<file path="src/rtl/meas_frame_packer.sv">
// Snapshots the four measurement counts and streams them as one framed, checksummed
// 20-byte record (sync pair, sequence number, 16 big-endian data bytes, XOR checksum).
module meas_frame_packer #(
    parameter logic [7:0] HDR0   = 8'h55,
    parameter logic [7:0] HDR1   = 8'hAA,
    parameter int         DROP_W = 8
) (
    input  logic              clk,
    input  logic              rst_n,
    input  logic              meas_valid,
    input  logic [31:0]       cnt_clk,
    input  logic [31:0]       cnt_square,
    input  logic [31:0]       cnt_pulse,
    input  logic [31:0]       cnt_time,
    output logic [7:0]        tx_data,
    output logic              tx_valid,
    input  logic              tx_ready,
    output logic              busy,
    output logic              frame_done,
    output logic [DROP_W-1:0] drop_cnt
);

    typedef enum logic [2:0] {
        S_IDLE = 3'd0,
        S_HDR0 = 3'd1,
        S_HDR1 = 3'd2,
        S_SEQ  = 3'd3,
        S_DATA = 3'd4,
        S_CHK  = 3'd5
    } state_t;

    localparam logic [DROP_W-1:0] DROP_ONE = {{(DROP_W-1){1'b0}}, 1'b1};
    localparam logic [DROP_W-1:0] DROP_MAX = {DROP_W{1'b1}};

    state_t      state_r;
    logic [3:0]  idx_r;
    logic [31:0] snap_clk_r;
    logic [31:0] snap_square_r;
    logic [31:0] snap_pulse_r;
    logic [31:0] snap_time_r;
    logic [7:0]  seq_r;
    logic [7:0]  chk_r;

    // Data byte idx of the snapshot: word idx[3:2], most significant byte first.
    function automatic logic [7:0] pick_byte(input logic [31:0] w0, input logic [31:0] w1,
                                             input logic [31:0] w2, input logic [31:0] w3,
                                             input logic [3:0] idx);
        logic [31:0] w;
        logic [7:0]  b;
        case (idx[3:2])
            2'd0:    w = w0;
            2'd1:    w = w1;
            2'd2:    w = w2;
            2'd3:    w = w3;
            default: w = 32'h0000_0000;
        endcase
        case (idx[1:0])
            2'd0:    b = w[31:24];
            2'd1:    b = w[23:16];
            2'd2:    b = w[15:8];
            2'd3:    b = w[7:0];
            default: b = 8'h00;
        endcase
        return b;
    endfunction

    // Running XOR checksum fold.
    function automatic logic [7:0] chk_fold(input logic [7:0] acc, input logic [7:0] b);
        return acc ^ b;
    endfunction

    // Frame sequencer: every output is registered; the next byte is loaded on each transfer.
    always_ff @(posedge clk or negedge rst_n) begin
        if (!rst_n) begin
            state_r       <= S_IDLE;
            idx_r         <= 4'd0;
            snap_clk_r    <= 32'h0000_0000;
            snap_square_r <= 32'h0000_0000;
            snap_pulse_r  <= 32'h0000_0000;
            snap_time_r   <= 32'h0000_0000;
            seq_r         <= 8'h00;
            chk_r         <= 8'h00;
            tx_data       <= 8'h00;
            tx_valid      <= 1'b0;
            busy          <= 1'b0;
            frame_done    <= 1'b0;
            drop_cnt      <= {DROP_W{1'b0}};
        end else begin
            frame_done <= 1'b0;
            // Busy is registered, so a strobe in the frame_done cycle is accepted, not dropped.
            if (busy && meas_valid && (drop_cnt != DROP_MAX)) begin
                drop_cnt <= drop_cnt + DROP_ONE;
            end
            case (state_r)
                S_IDLE: begin
                    if (meas_valid) begin
                        snap_clk_r    <= cnt_clk;
                        snap_square_r <= cnt_square;
                        snap_pulse_r  <= cnt_pulse;
                        snap_time_r   <= cnt_time;
                        chk_r         <= seq_r;
                        tx_data       <= HDR0;
                        tx_valid      <= 1'b1;
                        busy          <= 1'b1;
                        state_r       <= S_HDR0;
                    end else begin
                        tx_valid <= 1'b0;
                        busy     <= 1'b0;
                    end
                end
                S_HDR0: begin
                    if (tx_ready) begin
                        tx_data <= HDR1;
                        state_r <= S_HDR1;
                    end
                end
                S_HDR1: begin
                    if (tx_ready) begin
                        tx_data <= seq_r;
                        state_r <= S_SEQ;
                    end
                end
                S_SEQ: begin
                    if (tx_ready) begin
                        idx_r   <= 4'd0;
                        tx_data <= pick_byte(snap_clk_r, snap_square_r, snap_pulse_r,
                                             snap_time_r, 4'd0);
                        state_r <= S_DATA;
                    end
                end
                S_DATA: begin
                    if (tx_ready) begin
                        chk_r <= chk_fold(chk_r, tx_data);
                        if (idx_r == 4'd15) begin
                            tx_data <= chk_fold(chk_r, tx_data);
                            state_r <= S_CHK;
                        end else begin
                            idx_r   <= idx_r + 4'd1;
                            tx_data <= pick_byte(snap_clk_r, snap_square_r, snap_pulse_r,
                                                 snap_time_r, idx_r + 4'd1);
                        end
                    end
                end
                S_CHK: begin
                    if (tx_ready) begin
                        tx_data    <= 8'h00;
                        tx_valid   <= 1'b0;
                        busy       <= 1'b0;
                        frame_done <= 1'b1;
                        seq_r      <= seq_r + 8'd1;
                        state_r    <= S_IDLE;
                    end
                end
                default: begin
                    tx_valid <= 1'b0;
                    busy     <= 1'b0;
                    state_r  <= S_IDLE;
                end
            endcase
        end
    end

endmodule

</file>
<file path="config.mk">
export PLATFORM = sky130hd
export DESIGN_NAME = meas_frame_packer
export DESIGN_NICKNAME = d
export VERILOG_FILES = /design/src/rtl/meas_frame_packer.sv
export SDC_FILE = /design/constraint.sdc
export NUM_CORES = 1
export LEC_CHECK = 0
export BUFFER_PORTS_ARGS = -buffer_cell sky130_fd_sc_hd__buf_2
export CAP_MARGIN = 20
export CORE_MARGIN = 5
export CORE_UTILIZATION = 35
export DETAILED_ROUTE_END_ITERATION = 16
export PLACE_DENSITY_LB_ADDON = 0.25
export REMOVE_ABC_BUFFERS = 1
export SETUP_SLACK_MARGIN = 0.15
export SLEW_MARGIN = 20
export SYNTH_ARGS = -nofsm -noshare
export SYNTH_HDL_FRONTEND = slang
export SYNTH_SLANG_ARGS = --single-unit
</file>
<file path="constraint.sdc">
create_clock -name clk -period 5.6 [get_ports clk]
set_input_delay 0.28 -clock clk [delete_from_list [all_inputs] [get_ports clk]]
set_output_delay 0.28 -clock clk [all_outputs]
set_load 0.02 [all_outputs]
</file>
# == After elaboration in Yosys (flattened, before gate mapping) ==
# Index checks and enable logic that the tools add are counted.
# classes
add_sub_neg,3
eq_ne,21
mux,30
bitwise_logic,2
reduce_logical,16
# ops
cell,count
$pmux W32 S4,1
$mux W8,9
$pmux W8 S6,1
$pmux W8 S4,1
$mux W3,7
$pmux W3 S6,1
$add A8 B1 Y8 const B,2
$ne A2 B2 Y1 const B,8
$pmux W8 S2,1
$reduce_and A7 Y1,2
$mux W4,3
$eq A2 B2 Y1 const B,4
$ne A8 B8 Y1 const B,1
$pmux W4 S2,1
$xor A8 B8 Y8,1
$eq A3 B2 Y1 const B,2
$eq A3 B3 Y1 const B,2
$reduce_and A2 Y1,3
$reduce_bool A6 Y1,1
$add A4 B1 Y4 const B,1
$eq A2 B1 Y1 const B,2
$eq A4 B4 Y1 const B,1
$logic_not A2 Y1,2
$mux W1,4
other kinds (9),11
# totals
regBits,169
input_bits,132
output_inout_bits,19
word_cells,84

# == Logic depth before layout (Yosys ltp) ==
# Gate-level depths: netlist (run 1).
# depth
depth_word,7
depth_mapped,11
depth_no_buf,8

# == Worst setup path after synthesis (run 1) ==
# Ideal clock, no wire load.
# synth_path
path_type,register to register
from,register idx_r[0]
to,register tx_data[4]
setup_ns,0.130
t_arrival_ns,1.959
t_required_ns,5.470
path_slack_ns,3.510
stages_incl_launch_ff,10
n_path_buf,3
period_less_slack_ns,2.090
cell_sequence,dfrtp_1 -> ha_1 -> buf_2 -> buf_6 -> buf_6 -> or3_1 -> a311oi_1 -> o2bb2ai_1 -> a221oi_2 -> a31oi_1
# synth_via
elab_chain_cells,7
elab_cells_between_ends,15
cone_classes,add/sub: 1; eq/ne: 7; mux: 5; reduce/logical: 2
# synth_rtl
item,line,source
start: declaration,36,logic [3:0] idx_r;
start signal: assignment,138,idx_r <= idx_r + 4'd1;
$add A4 B1 Y4,140,"snap_time_r, idx_r + 4'd1);"
"$eq A2 B2 Y1, or another cell as far along",50,case (idx[3:2])
$pmux W32 S4,50,
$pmux W8 S4,57,case (idx[1:0])
$mux W8 (*),134,if (idx_r == 4'd15) begin
$mux W8 (*),132,if (tx_ready) begin
$pmux W8 S6 (*),94,case (state_r)
end signal: assignment,126,"tx_data <= pick_byte(snap_clk_r, snap_square_r, snap_pulse_r,"
end signal: assignment,135,"tx_data <= chk_fold(chk_r, tx_data);"
end signal: assignment,139,"tx_data <= pick_byte(snap_clk_r, snap_square_r, snap_pulse_r,"
end: declaration,15,"output logic [7:0] tx_data,"
# Mark *: on every way between the ends. The rest lies on a longest branch, timed or not. The select of a mux whose other input is x is not followed.
# A chain may end at the register's enable or synchronous reset.

# == Worst setup path in the final report (run 1) ==
# layout_path
from,register idx_r[1]
to,register tx_data[4]
# The elaborated chain is that of the path after synthesis.

==> out/results.txt, run 1 <==
ys async rst share: 1.00
DR vias/cell: 5.75
commonest non-fill, non-tap cell in the layout: dfrtp_1
Seq/Total Area, Yosys: 0.453
Slew HR: 0.282
status: complete, no violations
final hold vios: 0
fill cell count: 2630
Reg clk slew, reported paths: 70 ps
most frequent cells in the layout: dfrtp_1 (168), buf_2 (149), mux2_2 (121)
row count: 59
worst hold path class: input pin to flop
Slew @ Worst Pin: 1070 ps
Die Wd: 173 µm
critical-path cell list: ha_2 -> inv_1 -> nor3_2 -> a22oi_2 -> o21a_1 -> a221oi_2 -> a31oi_1
setup TNS: 0 ps
Num CTS Buffers: 17
P_leak: 4.53 nW
CTS tree: yes
total number of vias: 7903
non-filler cells in the finished layout: 1375
fin. max-slew vios: 0
Max-Cap Viols: 0
Clock Path Buffers: 2
vias in the first global route: 7659
FF+latch count, synth: 169
Worst Hold Path Cells: 3
hpwl dp: 19.5 mm
die height: 173 µm
mean post-synth cell area: 10.1 µm²
Clock Sink Count: 169
Routability Congestion: 0.881
Resized Gates After CTS: 0
Fmax: 248 MHz
Core Box Area: 26100 µm²
total gr overflow: 0
router iterations before antenna repair: 6
CP max stage delay: 790 ps
Arr. time, crit path: 4340 ps
met1 Track Usage GR: 0.262
DR DRC count: 0
die outline area: 30000 µm²
Final WS setup: 1560 ps
RSZ-0062 raised after global routing: false
GRT Overall Usage: 0.181
worst skew pair latency: 430 ps
Inst Count DP: 1343
CP Class: flop to flop
Peak VDD IR: 0.000181 V
FF-to-FF path depth: 7
largest net degree at the start of global routing: 78
initial antenna violation count: 0
Post-Place Setup Slack: 1640 ps
H-tree Lvls: 4
cells after synthesis: 927
GRT met2 Usage: 0.282
initial DRC count: 948
Post-Syn Area: 9330 µm²
startpoint types: flop
EDFF count, synth: 0
share of post-route cells with drive strength above 1: 0.315
crit-path max FO: 40
Initial Utilization: 0.357
most common flop cell mapped by yosys: dfrtp_1
grt met3 use: 0.0314
Layout Nets: 1166
slowest CP cell: nor3_2
Worst Path Required: 5900 ps
port bufs: 150
CTS root buf: clkbuf_16
Synth cell types: 58
Hold Slack: 63.3 ps
Tcrit/Tclk final: 0.721
crit path time final: 4040 ps
busiest grt layer: met2
Antenna Cells: 0
skew final: 13.3 ps
Area growth syn-to-layout: 16.1%
YS warnings: 0
final core utilization: 0.414
pwr/cell area: 562 nW/µm²
first-pass GRT wire length: 43.8 mm
final WL: 27.7 mm
Detail Route Antenna Nets: 0
routed len/inst: 20.1 µm
final setup fails: 0
I/O pin cnt: 151
Critical Path End Type: flop
area by class of cell:
class                           instances  area (µm²)  share of cell area
Clock buffer                           20         447              0.0413
Clock inverter                         11         169              0.0156
Inverter                               30         113              0.0104
Multi-Input combinational cell        649        4610               0.426
Sequential cell                       169        4230               0.391
Tap cell                              335         419              0.0387
Timing Repair Buffer                  161         842              0.0778
worst max-delay path: cells and delay by family (launching register included):
| family | cells | cell delay [ps] |
|---|---|---|
| AND/OR/NAND/NOR | 1 | 790 |
| adder cells (fa/ha/maj) | 1 | 780 |
| AO/OA/AOI/OAI | 4 | 1150 |
| buffers and inverters | 1 | 470 |
| flip-flops | 1 | 720 |
repair_timing:
item	4_1_cts	5_1_grt
hold endpoints to repair	52	0
setup endpoints to repair	0	0
hold buffers	1	0
setup buffers	0	0
per-layer routing:
metal,vias to the layer above,part of all wire
met3,32,0.064
met5,-,0
met1,3913,0.45
li1,3642,-
met4,0,0.016
met2,316,0.47
stage by stage:
stage / total power [mW] / cell area (µm²)
after CTS: 6.11 / 10800
after global placement: 4.78 / 10200
after floorplan: 4.03 / 8940
final: 6.09 / 10800
after global routing: 6.49 / 10800
after detailed placement: 4.82 / 10200
logic make-up after synthesis:
kind of cell | share of synthesized area
and+or+nand+nor | 0.106
AOI/OAI and AO/OA | 0.215
DFF | 0.453
buffers and inverters | 0.0534
muxes | 0.146
xor gates and xnor gates | 0.0178
adders and majority gates | 0.00805
cell usage after synthesis, types with 14 or more instances:
| cell | n | share of area |
|---|---|---|
| nor2_1 | 67 | 0.027 |
| buf_2 | 38 | 0.020 |
| mux2_2 | 121 | 0.15 |
| clkbuf_1 | 31 | 0.012 |
| o221ai_1 | 19 | 0.018 |
| nand2_1 | 43 | 0.017 |
| a21oi_1 | 53 | 0.028 |
| a221oi_1 | 18 | 0.017 |
| dfrtp_1 | 169 | 0.45 |
| nor3_1 | 19 | 0.010 |
| nor2b_1 | 14 | 0.0094 |
| xnor2_1 | 16 | 0.015 |
| o21ai_0 | 85 | 0.046 |
| inv_1 | 28 | 0.011 |
sequential cells by signal, indices dropped and copies added (netlist names), 3 cells and up:
signal         flops
tx_data            8
drop_cnt           8
state_r            3
snap_clk_r        32
seq_r              8
chk_r              8
snap_pulse_r      32
snap_time_r       32
idx_r              4
snap_square_r     32
path summary, 6_finish.rpt:
kind	start	end	slack [ps]
max	idx_r[1]	tx_data[4]	1560
min	cnt_square[10]	snap_square_r[10]	60
max reg2reg	idx_r[1]	tx_data[4]	1560
min reg2reg	drop_cnt[6]	drop_cnt[6]	490
max in group asynchronous	rst_n	snap_square_r[23]	4060
min in group asynchronous	rst_n	drop_cnt[4]	390
where the power goes:
group	internal (mW)	switching (mW)	total, mW
logic	1.13	1.22	2.35
registers	1.81	0.659	2.47
clock network	0.759	0.508	1.27
No activity file was read; power rests on OpenSTA's default activity.
==> run 2, diff against run 1 <==
clock period = 3.69 ns   (was 5.6 ns; I/O delays follow)
==> run 2 against run 1 <==
Clock power grew 32%. Worst hold slack lost 53 ps. Sequential share of layout area shrank 4.0 points. Combinational power grew 60%. Global-route usage grew 0.97 points. Critical endpoint is now tx_data[6]. Highest routed layer unchanged.
==> out/results.txt, run 2 (synthesis gave the netlist of run 1 again) <==
Die Wd: 173 µm
Clock Path Buffers: 2
Area growth syn-to-layout: 29.5%
fin. max-slew vios: 0
end of the worst hold path: snap_pulse_r[25]
total number of vias: 8289
Reg area: 4230 µm²
final hold vios: 0
Clk pwr share: 0.183
Reg power frac: 0.405
design area: 12100 µm²
Slew @ Worst Pin: 1040 ps
most frequent cells in the layout: dfrtp_1 (168), buf_2 (149), dlygate4sd3_1 (124)
postcts setup bufs: 0
skew final: 11.3 ps
switch share: 0.398
setup TNS: 0 ps
Arr. time, crit path: 3240 ps
Routability Congestion: 0.869
Critical Path End Type: flop
hpwl dp: 19.6 mm
Layout Nets: 1300
P_leak: 5.06 nW
Clock Sink Count: 169
router iterations before antenna repair: 6
startpoint types: flop
I/O pin cnt: 151
die outline area: 30000 µm²
routed len/inst: 19.1 µm
hold_sp: cnt_pulse[25]
CTS tree: yes
Slew HR: 0.306
area occupied by multi-input gates: 4610 µm²
initial DRC count: 883
pwr/cell area: 756 nW/µm²
port bufs: 150
DR vias/cell: 5.49
fill cell count: 2460
row count: 59
largest net degree at the start of global routing: 89
worst reg2reg path endpoint: tx_data[6]
commonest non-fill, non-tap cell in the layout: dfrtp_1
total gr overflow: 0
Fmax: 347 MHz
initial antenna violation count: 1
first-pass GRT wire length: 46.2 mm
H-tree Lvls: 4
Core Box Area: 26100 µm²
final WL: 28.9 mm
crit path time final: 2880 ps
Worst Hold Path Cells: 2
FF-to-FF path depth: 7
worst skew pair latency: 430 ps
die height: 173 µm
Peak VDD IR: 0.000293 V
P_sw: 3.64 mW
DR DRC count: 0
Resized Gates After CTS: 0
Area after DPL: 10300 µm²
crit-path max FO: 20
combinational share of power: 0.411
final core utilization: 0.462
RSZ-0062 raised after global routing: false
status: complete, no violations
hold buffer count at cts: 123
final setup fails: 0
CP Class: flop to flop
Num CTS Buffers: 17
reg2reg setup slack: 810 ps
Tcrit/Tclk final: 0.780
Initial Utilization: 0.357
Reg clk slew, reported paths: 70 ps
Worst Path Required: 4050 ps
Hold Slack: 10.1 ps
GRT Overall Usage: 0.191
FF-to-FF Start: idx_r[1]
Pint: 5.50 mW
vias in the first global route: 8297
share of post-route cells with drive strength above 1: 0.286
CTS root buf: clkbuf_16
Detail Route Antenna Nets: 0
worst hold path class: input pin to flop
Max-Cap Viols: 0
## run 2: per-layer routing
metal | GRT usage | vias to the layer above | share of wire
li1 | - | 3912 | -
met4 | 0.0399 | 0 | 0.012
met2 | 0.324 | 283 | 0.49
met5 | 0 | - | 0
met3 | 0.0323 | 29 | 0.051
met1 | 0.258 | 4065 | 0.44
## run 2: area by class of cell
class,count,share of cell area
Clock inverter,7,0.00373
Sequential cell,169,0.350
Clock buffer,24,0.0399
Timing Repair Buffer,295,0.181
Multi-Input combinational cell,649,0.381
Tap cell,335,0.0347
Inverter,30,0.00932
Antenna cell,1,0.000207
## run 2: worst max-delay path: stages, from the launching register on
cell	delay, ps
dfrtp_1	350
buf_4	230
and2_1	450
nand2_1	130
o2bb2ai_2	840
a2bb2oi_1	240
or3_1	400
a31oi_1	160
## run 2: stage by stage
stage               setup WS (ps)  std cells  power, mW
CTS                           883       1508       9.16
global route                  679       1510       9.76
global placement              987       1354       7.28
floorplan                    -927        848       6.12
detailed placement            893       1354       7.36
finish                        810       1510       9.13
## run 2: worst max-delay path by stage
| stage | start | end | slack (ps) | cells past startpoint |
|---|---|---|---|---|
| 4_1_cts | idx_r[1] | tx_data[6] | 880 | 7 |
| 6_report | idx_r[1] | tx_data[6] | 810 | 7 |
| 5_1_grt | idx_r[1] | tx_data[6] | 680 | 7 |
| 3_5_place_dp | idx_r[1] | tx_data[6] | 890 | 7 |
| 2_1_floorplan | state_r[0] | chk_r[0] | -930 | 5 |
| 3_3_place_gp | idx_r[1] | tx_data[6] | 990 | 7 |
## run 2: power by group through the flow
stage,clock (mW),sequential (mW),combinational [mW]
after floorplan,0,3.44,2.67
after global placement,0,3.72,3.55
after detailed placement,0,3.72,3.64
after CTS,1.71,3.69,3.75
after global routing,1.79,3.82,4.16
final,1.68,3.70,3.76
==> run 3, diff against run 2 <==
clock period = 2.7 ns   (was 3.69 ns; I/O delays follow)
==> run 3 against run 2 <==
Sequential share of layout area is 0.70 points lower. Largest power group unchanged. Worst setup slack got worse by 490 ps. Critical path type unchanged. Clock-buffer cell count shrank 2. Combinational power grew 41%.
==> out/results.txt, run 3 (synthesis gave the netlist of run 1 again) <==
final hold vios: 0
CP Class: flop to flop
Top cell by count, worst path: buf_4
die outline area: 30000 µm²
Slew @ Worst Pin: 705 ps
most frequent cells in the layout: dfrtp_1 (168), buf_2 (149), dlygate4sd3_1 (129)
CTS tree: yes
Detail Route Antenna Nets: 0
CP max stage delay: 410 ps
die height: 173 µm
status: complete, no violations
routed len/inst: 19.2 µm
GRT Overall Usage: 0.193
slowest CP cell: a2111oi_0
commonest non-fill, non-tap cell in the layout: dfrtp_1
P_leak: 5.18 nW
Max-Cap Viols: 0
worst hold path class: input pin to flop
Num CTS Buffers: 17
worst skew pair latency: 430 ps
setup TNS: 0 ps
Die Wd: 173 µm
Critical Path End Type: flop
H-tree Lvls: 4
Area growth syn-to-layout: 32.1%
CTS root buf: clkbuf_16
Slew HR: 0.530
first-pass GRT wire length: 46.8 mm
DR DRC count: 0
Initial Utilization: 0.357
pwr/cell area: 1040 nW/µm²
fin. max-slew vios: 0
skew final: 11.1 ps
Clock Sink Count: 169
hpwl dp: 20.5 mm
Buffers & Inverters on Critical Path: 2
share of post-route cells with drive strength above 1: 0.297
Arr. time, crit path: 2670 ps
Core Box Area: 26100 µm²
final setup fails: 0
DR vias/cell: 5.46
crit-path max FO: 21
RSZ-0062 raised after global routing: false
Tcrit/Tclk final: 0.881
Clock Path Buffers: 2
Reg clk slew, reported paths: 60 ps
port bufs: 150
total number of vias: 8352
Routability Congestion: 0.884
Fmax: 421 MHz
largest net degree at the start of global routing: 74
final WL: 29.4 mm
initial DRC count: 865
router iterations before antenna repair: 7
crit path time final: 2380 ps
total gr overflow: 0
vias in the first global route: 8412
Worst Path Required: 2990 ps
startpoint types: flop
row count: 59
Peak VDD IR: 0.000395 V
critical path's top delay family: compound AO/OA/AOI/OAI gates
critical-path cell list: buf_4 -> and2_1 -> buf_4 -> a21oi_1 -> a2111oi_0 -> a2bb2oi_1 -> or3_1 -> a31oi_1
Layout Nets: 1321
final core utilization: 0.472
initial antenna violation count: 1
I/O pin cnt: 151
==> run 3: cell type report <==
class	count	area [µm²]
clock buffer	22	474
fill	2420	13800
clock inverter	9	115
antenna	1	2.50
multi-input combinational	649	4610
inverter	30	113
sequential	169	4230
timing repair buffer	316	2360
tap	335	419
==> run 3: final timing paths <==
path,startpoint,endpoint,slack (ps),cells past startpoint
min in group asynchronous,rst_n,drop_cnt[4],290,2
max in group asynchronous,rst_n,snap_pulse_r[21],1660,3
worst max-delay path,idx_r[1],tx_data[6],320,8
worst min register to register,drop_cnt[4],drop_cnt[4],480,1
worst max register to register,idx_r[1],tx_data[6],320,8
worst min-delay path,tx_ready,idx_r[2],130,4
==> run 3: per-layer routing <==
layer / track usage / routed length, µm / vias to the layer above
met5: 0 / 0 / -
met4: 0.0595 / 782 / 0
met3: 0.0332 / 1840 / 56
met2: 0.314 / 13900 / 363
met1: 0.265 / 12900 / 3987
li1: - / - / 3946
==> run 3: report_power, final <==
group | internal (mW) | leakage (nW) | switching [mW]
clock | 1.44 | 0.283 | 1.06
combinational | 2.60 | 2.88 | 2.68
sequential | 3.76 | 2.02 | 1.31
total | 7.80 | 5.18 | 5.05
==> run 3: stage by stage <==
stage	hold slack [ps]	instances	power, mW	instance area [µm²]	worst slack, ps
3_5_place_dp	210	1370	10.2	10400	418
6_report	126	1531	12.9	12300	322
4_1_cts	103	1530	12.9	12300	386
2_1_floorplan	-161	848	8.36	8940	-1920
3_3_place_gp	205	1370	10.1	10400	458
5_1_grt	152	1531	13.7	12300	179
==> run 3: timing repair <==
item	CTS	global route
resized for setup	0	1
setup endpoints to repair	0	3
hold buffers	129	0
hold endpoints to repair	196	0
setup buffers	0	0
==> run 3: worst register-to-register path: cells and delay by family, from the launching register on <==
kind | cells | cell delay [ps]
and+or+nand+nor | 2 | 470
DFF | 1 | 360
buffers and inverters | 2 | 560
AOI/OAI and AO/OA | 4 | 880
